File: config.mk
export PLATFORM = sky130hd
export DESIGN_NAME = rst_ctrl_seq
export DESIGN_NICKNAME = d
export VERILOG_FILES = /design/src/rtl/rst_ctrl_seq_pkg.sv /design/src/rtl/rst_ctrl_seq_sync_bit_n.sv /design/src/rtl/rst_ctrl_seq.sv
export SDC_FILE = /design/constraint.sdc
export NUM_CORES = 1
export LEC_CHECK = 0
export CORE_MARGIN = 2
export CORE_UTILIZATION = 45
export CTS_CLUSTER_DIAMETER = 50
export DETAILED_ROUTE_END_ITERATION = 8
export PLACE_DENSITY_LB_ADDON = 0.12
export SYNTH_ARGS = -nofsm -noshare
export SYNTH_HDL_FRONTEND = slang
export SYNTH_SLANG_ARGS = --single-unit
File: constraint.sdc
create_clock -name clk -period 6.4 [get_ports clk]
set_input_delay 1.28 -clock clk [delete_from_list [all_inputs] [get_ports clk]]
set_output_delay 1.28 -clock clk [all_outputs]
set_load 0.05 [all_outputs]
File: src/rtl/rst_ctrl_seq_pkg.sv
// Shared types and constants for the reset sequencer: FSM encoding,
// default timing values and the names of the core reset domains.
package rst_ctrl_seq_pkg;

    typedef enum logic [2:0] {
        ST_IDLE = 3'd0,
        ST_HOLD = 3'd1,
        ST_WAIT = 3'd2,
        ST_GAP  = 3'd3,
        ST_DONE = 3'd4,
        ST_ERR  = 3'd5
    } state_t;

    localparam int unsigned DEF_ASSERT_CYC  = 32'd16;
    localparam int unsigned DEF_GAP_CYC     = 32'd4;
    localparam int unsigned DEF_TIMEOUT_CYC = 32'd1024;

    // Release order of the core domains
    localparam logic [2:0] DOM_MAC        = 3'd0;
    localparam logic [2:0] DOM_TL         = 3'd1;
    localparam logic [2:0] DOM_MEM_BRIDGE = 3'd2;
    localparam logic [2:0] DOM_PERIPH     = 3'd3;

    function automatic int unsigned max3(input int unsigned a,
                                         input int unsigned b,
                                         input int unsigned c);
        int unsigned m;
        m = (a > b) ? a : b;
        m = (m > c) ? m : c;
        return m;
    endfunction

endpackage

File: src/rtl/rst_ctrl_seq_sync_bit_n.sv
// Multi-stage single-bit synchronizer for bringing an asynchronous level
// into the clk domain.
module sync_bit_n #(
    parameter int unsigned STAGES = 2
) (
    input  logic clk,
    input  logic rst,
    input  logic d,
    output logic q
);

    logic [STAGES-1:0] ff_r;

    // Shift the input through the flop chain
    always_ff @(posedge clk or posedge rst) begin
        if (rst) begin
            ff_r <= '0;
        end else begin
            ff_r <= {ff_r[STAGES-2:0], d};
        end
    end

    assign q = ff_r[STAGES-1];

endmodule

File: src/rtl/rst_ctrl_seq.sv
// Reset sequencer: holds all core domains in reset after a start request,
// then releases them one by one, waiting for each domain's ready handshake.
module rst_ctrl_seq
    import rst_ctrl_seq_pkg::*;
#(
    parameter int unsigned NUM_DOM     = 4,
    parameter int unsigned ASSERT_CYC  = DEF_ASSERT_CYC,
    parameter int unsigned GAP_CYC     = DEF_GAP_CYC,
    parameter int unsigned TIMEOUT_CYC = DEF_TIMEOUT_CYC,
    parameter int unsigned SYNC_STAGES = 2
) (
    input  logic               clk,
    input  logic               rst,
    input  logic               pwr2rst_rst_ctrl_start,
    input  logic               sw_rst_req,
    input  logic [NUM_DOM-1:0] dom_rdy,
    output logic [NUM_DOM-1:0] dom_rst_n,
    output logic               rst_busy,
    output logic               rst_done,
    output logic               rst_err,
    output logic [2:0]         err_dom
);

    localparam int unsigned CNT_W = $clog2(max3(ASSERT_CYC, GAP_CYC, TIMEOUT_CYC) + 1);

    // HOLD terminates on ASSERT_CYC (not ASSERT_CYC-1): the start-acknowledge
    // cycle is followed by ASSERT_CYC full cycles of held reset.
    localparam logic [CNT_W-1:0] HOLD_LAST = CNT_W'(ASSERT_CYC);
    localparam logic [CNT_W-1:0] GAP_LAST  = (GAP_CYC == 0) ? '0 : CNT_W'(GAP_CYC - 1);
    localparam logic [CNT_W-1:0] TO_LAST   = (TIMEOUT_CYC == 0) ? '0 : CNT_W'(TIMEOUT_CYC - 1);
    localparam logic [2:0]       LAST_IDX  = 3'(NUM_DOM - 1);
    localparam logic [NUM_DOM-1:0] ONE     = NUM_DOM'(1);

    state_t             state_r;
    logic [CNT_W-1:0]   cnt_r;
    logic [2:0]         idx_r;
    logic [NUM_DOM-1:0] rdy_s;
    logic               start_s;
    logic               rdy_cur_s;
    logic [NUM_DOM-1:0] rel_bit_s;

    for (genvar g = 0; g < NUM_DOM; g++) begin : g_sync
        sync_bit_n #(.STAGES(SYNC_STAGES)) u_sync (
            .clk (clk),
            .rst (rst),
            .d   (dom_rdy[g]),
            .q   (rdy_s[g])
        );
    end

    // Start request and per-index views of the synchronized ready vector
    always_comb begin
        start_s   = 1'b0;
        rdy_cur_s = 1'b0;
        rel_bit_s = '0;
        start_s   = pwr2rst_rst_ctrl_start | sw_rst_req;
        rdy_cur_s = |(rdy_s & (ONE << idx_r));
        rel_bit_s = ONE << (idx_r + 3'd1);
    end

    // Sequencer FSM with registered outputs; a start request overrides every state
    always_ff @(posedge clk or posedge rst) begin
        if (rst) begin
            state_r   <= ST_IDLE;
            cnt_r     <= '0;
            idx_r     <= 3'd0;
            dom_rst_n <= '0;
            rst_busy  <= 1'b0;
            rst_done  <= 1'b0;
            rst_err   <= 1'b0;
            err_dom   <= 3'd0;
        end else if (start_s) begin
            state_r   <= ST_HOLD;
            cnt_r     <= '0;
            idx_r     <= 3'd0;
            dom_rst_n <= '0;
            rst_busy  <= 1'b1;
            rst_done  <= 1'b0;
            rst_err   <= 1'b0;
        end else begin
            case (state_r)
                ST_IDLE: begin
                    dom_rst_n <= '0;
                end
                ST_HOLD: begin
                    if (cnt_r == HOLD_LAST) begin
                        state_r   <= ST_WAIT;
                        cnt_r     <= '0;
                        dom_rst_n <= ONE;
                    end else begin
                        cnt_r <= cnt_r + CNT_W'(1);
                    end
                end
                ST_WAIT: begin
                    if (rdy_cur_s) begin
                        cnt_r <= '0;
                        if (idx_r == LAST_IDX) begin
                            state_r  <= ST_DONE;
                            rst_done <= 1'b1;
                            rst_busy <= 1'b0;
                        end else if (GAP_CYC == 0) begin
                            idx_r     <= idx_r + 3'd1;
                            dom_rst_n <= dom_rst_n | rel_bit_s;
                        end else begin
                            state_r <= ST_GAP;
                        end
                    end else if ((TIMEOUT_CYC != 0) && (cnt_r == TO_LAST)) begin
                        state_r   <= ST_ERR;
                        cnt_r     <= '0;
                        dom_rst_n <= '0;
                        rst_err   <= 1'b1;
                        err_dom   <= idx_r;
                        rst_busy  <= 1'b0;
                    end else if (TIMEOUT_CYC != 0) begin
                        cnt_r <= cnt_r + CNT_W'(1);
                    end else begin
                        // Timeout disabled: counter parks so WAIT can last forever
                        cnt_r <= cnt_r;
                    end
                end
                ST_GAP: begin
                    if (cnt_r == GAP_LAST) begin
                        state_r   <= ST_WAIT;
                        cnt_r     <= '0;
                        idx_r     <= idx_r + 3'd1;
                        dom_rst_n <= dom_rst_n | rel_bit_s;
                    end else begin
                        cnt_r <= cnt_r + CNT_W'(1);
                    end
                end
                ST_DONE: begin
                    state_r <= ST_DONE;
                end
                ST_ERR: begin
                    dom_rst_n <= '0;
                end
                default: begin
                    state_r   <= ST_IDLE;
                    cnt_r     <= '0;
                    idx_r     <= 3'd0;
                    dom_rst_n <= '0;
                    rst_busy  <= 1'b0;
                end
            endcase
        end
    end

endmodule

==> results.toml <==
[status]
status = "finished, final reports clean"

[synthesis]
synthTopCellsByCount = "35 x dfrtp_1, 28 x nand2_1, 15 x nor2_1, 13 x o21ai_0, 9 x ha_1"
synth-edff-count = 0
syn_nets = 200
ys_seq_area_share_pct = 47.9
synth_warnings = 0
yosysMostFrequentCell = "dfrtp_1"
syn_area_per_cell_sq_um = 9.98
syn_inst = 183
ys_types = 49
synthTopCellsByArea = "dfrtp_1 48%, ha_1 6.2%, nand2_1 5.8%"
synth_top_area_share_pct = 47.9
netlist_area_sq_mm = 0.00183
yosys.area.top_type = "dfrtp_1"
ys_ff_latch = 35
synth_ff_type = "dfrtp_1"
async_flop_share_pct = 100

[timing]
hold_viol_final = 0
setup_viol = 0
relSlewSlack_pct = 38.2
holdWs_ps = 350
drv_slew = 0
rsz0062_at_grt = "no"
period_share_pct = 46.9
min_period_ps = 3000
clock.fmax_ghz = 0.333
setup-tns-final_ps = 0
setup_slack_ps = 3400
fin_skew_ps = 7.18
worst_pin_slew_ps = 919

[global_route]
grt_pass1_wl_um = 6730
grt_max_degree = 36
grt_overflow = 0
first_global_vias = 1430
antenna_found_initial = 0
grt_use_total_pct = 20.4

[finish]
post-route-util_pct = 55.5
diodes = 0
stdcell_area_sq_mm = 0.00219
syn_to_final_growth_pct = 19.8
nNetsFinal = 222
drive_above_1_share_pct = 10.7
n_fill_cell = 336

[setup_path]
cp.required_ps = 6560
critPathLaunchType = "input pin"
path_max_fanout = 8
path_class = "input pin to flip-flop"
end_kind = "flip-flop"
arrival_ps = 3170

[routing]
wire_per_inst_um = 15.2
wl_met3_um = 181
final_antenna_net_count = 0
routed_wirelength_um = 3880
vias = 1461
drtIter0Drc = 133
first_pass_iters = 4
wl_met1_um = 1800
topRoutingLayerUsed = "met4"
drcViolationCount = 0
viasPerCell = 5.71
dr_wl_met2_um = 1780

[floorplanning]
io_pins = 18
dieArea_sq_mm = 0.00459
initial_core_util_pct = 46.3
fp.dieH_um = 67.7
coreArea_sq_mm = 0.00394
die_w_um = 67.7
rows = 23

[placed_design]
dpl_cell_area_sq_mm = 0.00205
port_buffers = 17
dp_slack_ps = 3130
gp_congestion = 0.918
dpl.hpwl_um = 2790

[cts]
cts_buffers = 5
cts_tree = "done"
htreeDepth = 2
cts_root_buffer = "clkbuf_8"
cts.sinks = 35
cts_setup_buffers = 0
holdBufCountCts = 0
cts_buffer_depth = 2
clk_pin_slew_ps = 70
clock_latency_ps = 290
cts_resized = 0

[power_and_ir_drop]
power.density_mw_per_mm2 = 236
peakVddDrop_uv = 160
p_leak_nw = 0.876

[min_path]
hold_path_class = "flip-flop to flip-flop"

[run]
maxCapViolations = 0
## cell usage in the layout, fill, tap and decap left out, types with 4 or more instances in the layout
cell,netlist,final
dfrtp_1,35,35
nand2_1,28,28
clkdlybuf4s50_1,0,17
nor2_1,15,15
o21ai_0,13,13
ha_1,9,9
inv_1,7,7
o21ai_1,6,6
a31oi_1,6,6
a21oi_1,5,5
clkbuf_8,0,5
or3_1,4,4
nor3_1,4,4
a41oi_1,4,4
nand3_1,4,4
## metrics by stage
step | std cells | power (mW)
floorplan | 183 | 0.266
global placement | 248 | 0.279
detailed placement | 248 | 0.281
CTS | 256 | 0.520
global route | 256 | 0.536
finish | 256 | 0.516
## report_power, final
part / internal, mW / switching [mW] / leakage, nW
logic: 0.0157 / 0.0252 / 0.352
clock network: 0.155 / 0.0830 / 0.0644
registers: 0.228 / 0.00796 / 0.460
total: 0.399 / 0.116 / 0.876
## critical path, cell delays in order
cell and delay [ps]:
clkdlybuf4s50_1 420, or2_1 330, nor3_1 770, nor2_1 100, mux2i_1 170, o21ai_0 90
## area by class of cell
class	count	area (sq um)	share of cell area, %
clock buffer	5	68.8	3.14
clock inverter	3	67.6	3.09
inverter	7	26.3	1.20
multi-input combinational	138	910	41.6
sequential	35	876	40.0
tap	50	62.6	2.86
timing repair buffer	18	178	8.12
## per-layer routing
layer  GRT usage (%)  vias up
met1            27.3      702
met2            29.9       40
met4            11.7        0
met3            5.00        9
li1                -      710
met5               0        -
## state kept, by name, summed over array words and instances (netlist names)
register / cells
idx_r: 3
rst_done: 1
state_r: 3
rst_err: 1
rst_busy: 1
dom_rst_n: 4
err_dom: 3
g_sync.u_sync.ff_r: 8
cnt_r: 11
## cell families after synthesis
family / Yosys count / share of synthesized area, %
AND/OR/NAND/NOR: 74 / 20.5
AO/OA/AOI/OAI: 53 / 22.1
flip-flops: 35 / 47.9
buffers and inverters: 10 / 2.26
adder cells (fa/ha/maj): 9 / 6.16
XOR/XNOR: 1 / 0.480
multiplexers: 1 / 0.548
## final timing paths
path / startpoint / end / depth (start not counted) / slack (ps)
worst max-delay path: sw_rst_req / cnt_r[9]$_DFFE_PP0P_ / 6 / 3400
worst min-delay path: g_sync[3].u_sync.ff_r[0]$_DFF_PP0_ / g_sync[3].u_sync.ff_r[1]$_DFF_PP0_ / 0 / 350
worst max register to register: idx_r[0]$_DFFE_PP0P_ / cnt_r[10]$_DFFE_PP0P_ / 7 / 3850
worst min register to register: g_sync[3].u_sync.ff_r[0]$_DFF_PP0_ / g_sync[3].u_sync.ff_r[1]$_DFF_PP0_ / 0 / 350
max in group asynchronous: rst / cnt_r[9]$_DFFE_PP0P_ / 3 / 4710
min in group asynchronous: rst / cnt_r[3]$_DFFE_PP0P_ / 3 / 1380
No activity file was read; power rests on OpenSTA's default activity.
==> RTL change (same flow settings) <==
Set the package constant `DEF_TIMEOUT_CYC` to 32'd512 (it was 32'd1024).
--- a/src/rtl/rst_ctrl_seq_pkg.sv
+++ b/src/rtl/rst_ctrl_seq_pkg.sv
@@ -13,7 +13,7 @@
 
     localparam int unsigned DEF_ASSERT_CYC  = 32'd16;
     localparam int unsigned DEF_GAP_CYC     = 32'd4;
-    localparam int unsigned DEF_TIMEOUT_CYC = 32'd1024;
+    localparam int unsigned DEF_TIMEOUT_CYC = 32'd512;
 
     // Release order of the core domains
     localparam logic [2:0] DOM_MAC        = 3'd0;
Check against the original RTL: same outputs for any inputs over 10 cycles, from zero or initial values and one cycle with rst high; that may be too few to reach the edited logic, so the function may still have changed.
==> RTL change against the original RTL <==
Total power down 2.3%; clock skew shrank 2.0 ps; routed wire length decreased by 6.4%; worst setup slack worse by 570 ps; synthesized area is 1.8% lower; clock power up 2%; sequential cell count shrank 1; final area down 1.1%; largest cell class unchanged.
==> RTL change: results (changes against the original RTL) <==
INFO  cells_and_area area_of_the_multi_input_gates=894.6um2 [-1.7%]
INFO  power          vdd.ir_drop.worst=0.0002090V [+30%]
INFO  detailed_routing vias=1383 [-5.3%]
INFO  synth          synthesis.area_per_instance=10.55um2 [+5.7%]
INFO  global_route   grt_start_max_net_pins=35 [-2.8%]
INFO  critical_path  crit_end=cnt_r[8]$_DFFE_PP0P_
INFO  critical_path  crit_path_max_incr_delay=1000ps [+230 ps]
INFO  synth          synth.distinct_cells=46 [-6.1%]
INFO  cells_and_area layout-drive-gt1-share=14.06% [+3.4 points]
INFO  synth          yosys_register_bits=34 [-2.9%]
INFO  cells_and_area fin_util=57.79% [+2.3 points]
INFO  timing         layout_worst_path_cycle_share=55.71% [+8.8 points]
INFO  placement      dp_hpwl=2567um [-7.9%]
INFO  synth          post_synth_mux_area_share=4.254% [+3.7 points]
INFO  cells_and_area clkCellAreaFrac=6.593% [+0.36 points]
INFO  cells_and_area area_share_nonclk_buffers=8.560% [+0.44 points]
INFO  critical_path  critPathMaxFanout=11 [+3]
INFO  power          total_leakage_power=0.8942nW [+2.0%]
INFO  detailed_routing detail_route.wirelength.met1=1711um [-5.0%]
INFO  critical_path  setup.reg_to_reg.worst_slack=3820ps [-30 ps]
INFO  cells_and_area num-fill-cells=311 [-7.4%]
INFO  placement      dpl_worst_slack=2530ps [-601.3 ps]
INFO  placement      placedCellCount=232 [-6.5%]
INFO  synth          netlist_top_cells_area=sky130_fd_sc_hd__dfrtp_1 (47%), sky130_fd_sc_hd__ha_1 (6.3%), sky130_fd_sc_hd__nand2_1 (4.0%), sky130_fd_sc_hd__mux2_2 (3.1%), sky130_fd_sc_hd__nand4_1 (3.1%)
INFO  critical_path  cp_data_arrival_time=3740ps [+570 ps]
INFO  detailed_routing routed-wl-met2=1648um [-7.4%]
INFO  placement      dpl_cell_area=2021um2 [-1.5%]
INFO  global_route   global_route_wire_length_before_repair=6368um [-5.4%]
INFO  timing         timing.clock.skew=5.147ps [-2.033 ps]
INFO  synth          sequential_area_share_after_synthesis=47.42% [-0.53 points]
INFO  global_route   gr-usage-met3=6.000% [+1.0 points]
INFO  synth          synthAdderAreaFrac=6.276% [+0.11 points]
INFO  placement      place.gp.congestion=0.8452 [-7.9%]
INFO  cells_and_area largest_registers=cnt_r x10, g_sync.u_sync.ff_r x8, dom_rst_n x4
INFO  cells_and_area final_nets=208 [-6.3%]
INFO  outcome        status=finished clean
INFO  cells_and_area nClkBuffers=6 [+1]
INFO  global_route   via_count_of_the_first_global_routing_pass=1335 [-6.6%]
INFO  global_route   grt_util_met2=28.59% [-1.3 points]
INFO  cells_and_area non_clock_inverter_count=8 [+1]
## RTL change: cell count changes in the layout (fill, tap and decap cells not counted), moves of 5 or more
cell and change:
sky130_fd_sc_hd__nand4_1 +8, sky130_fd_sc_hd__nand2_1 -9, sky130_fd_sc_hd__o21ai_0 -9, sky130_fd_sc_hd__nor2_1 -5
sky130_fd_sc_hd__o21ai_1 -6, sky130_fd_sc_hd__mux2_2 +5
## RTL change: stage by stage
step	total power, mW	hold slack [ps]
2_1_floorplan	0.2515	331.2
3_3_place_gp	0.2642	332.9
3_5_place_dp	0.2649	335.5
4_1_cts	0.5115	351.6
5_1_grt	0.5281	354.6
6_report	0.5036	350.2
## RTL change: power by group
| group | leakage [nW] | switching [mW] | total (mW) | internal [mW] |
|---|---|---|---|---|
| Combinational | 0.377 | 0.0224 | 0.0365 | 0.0140 |
| Clock | 0.0714 | 0.0769 | 0.243 | 0.166 |
| Sequential | 0.446 | 0.00442 | 0.224 | 0.220 |
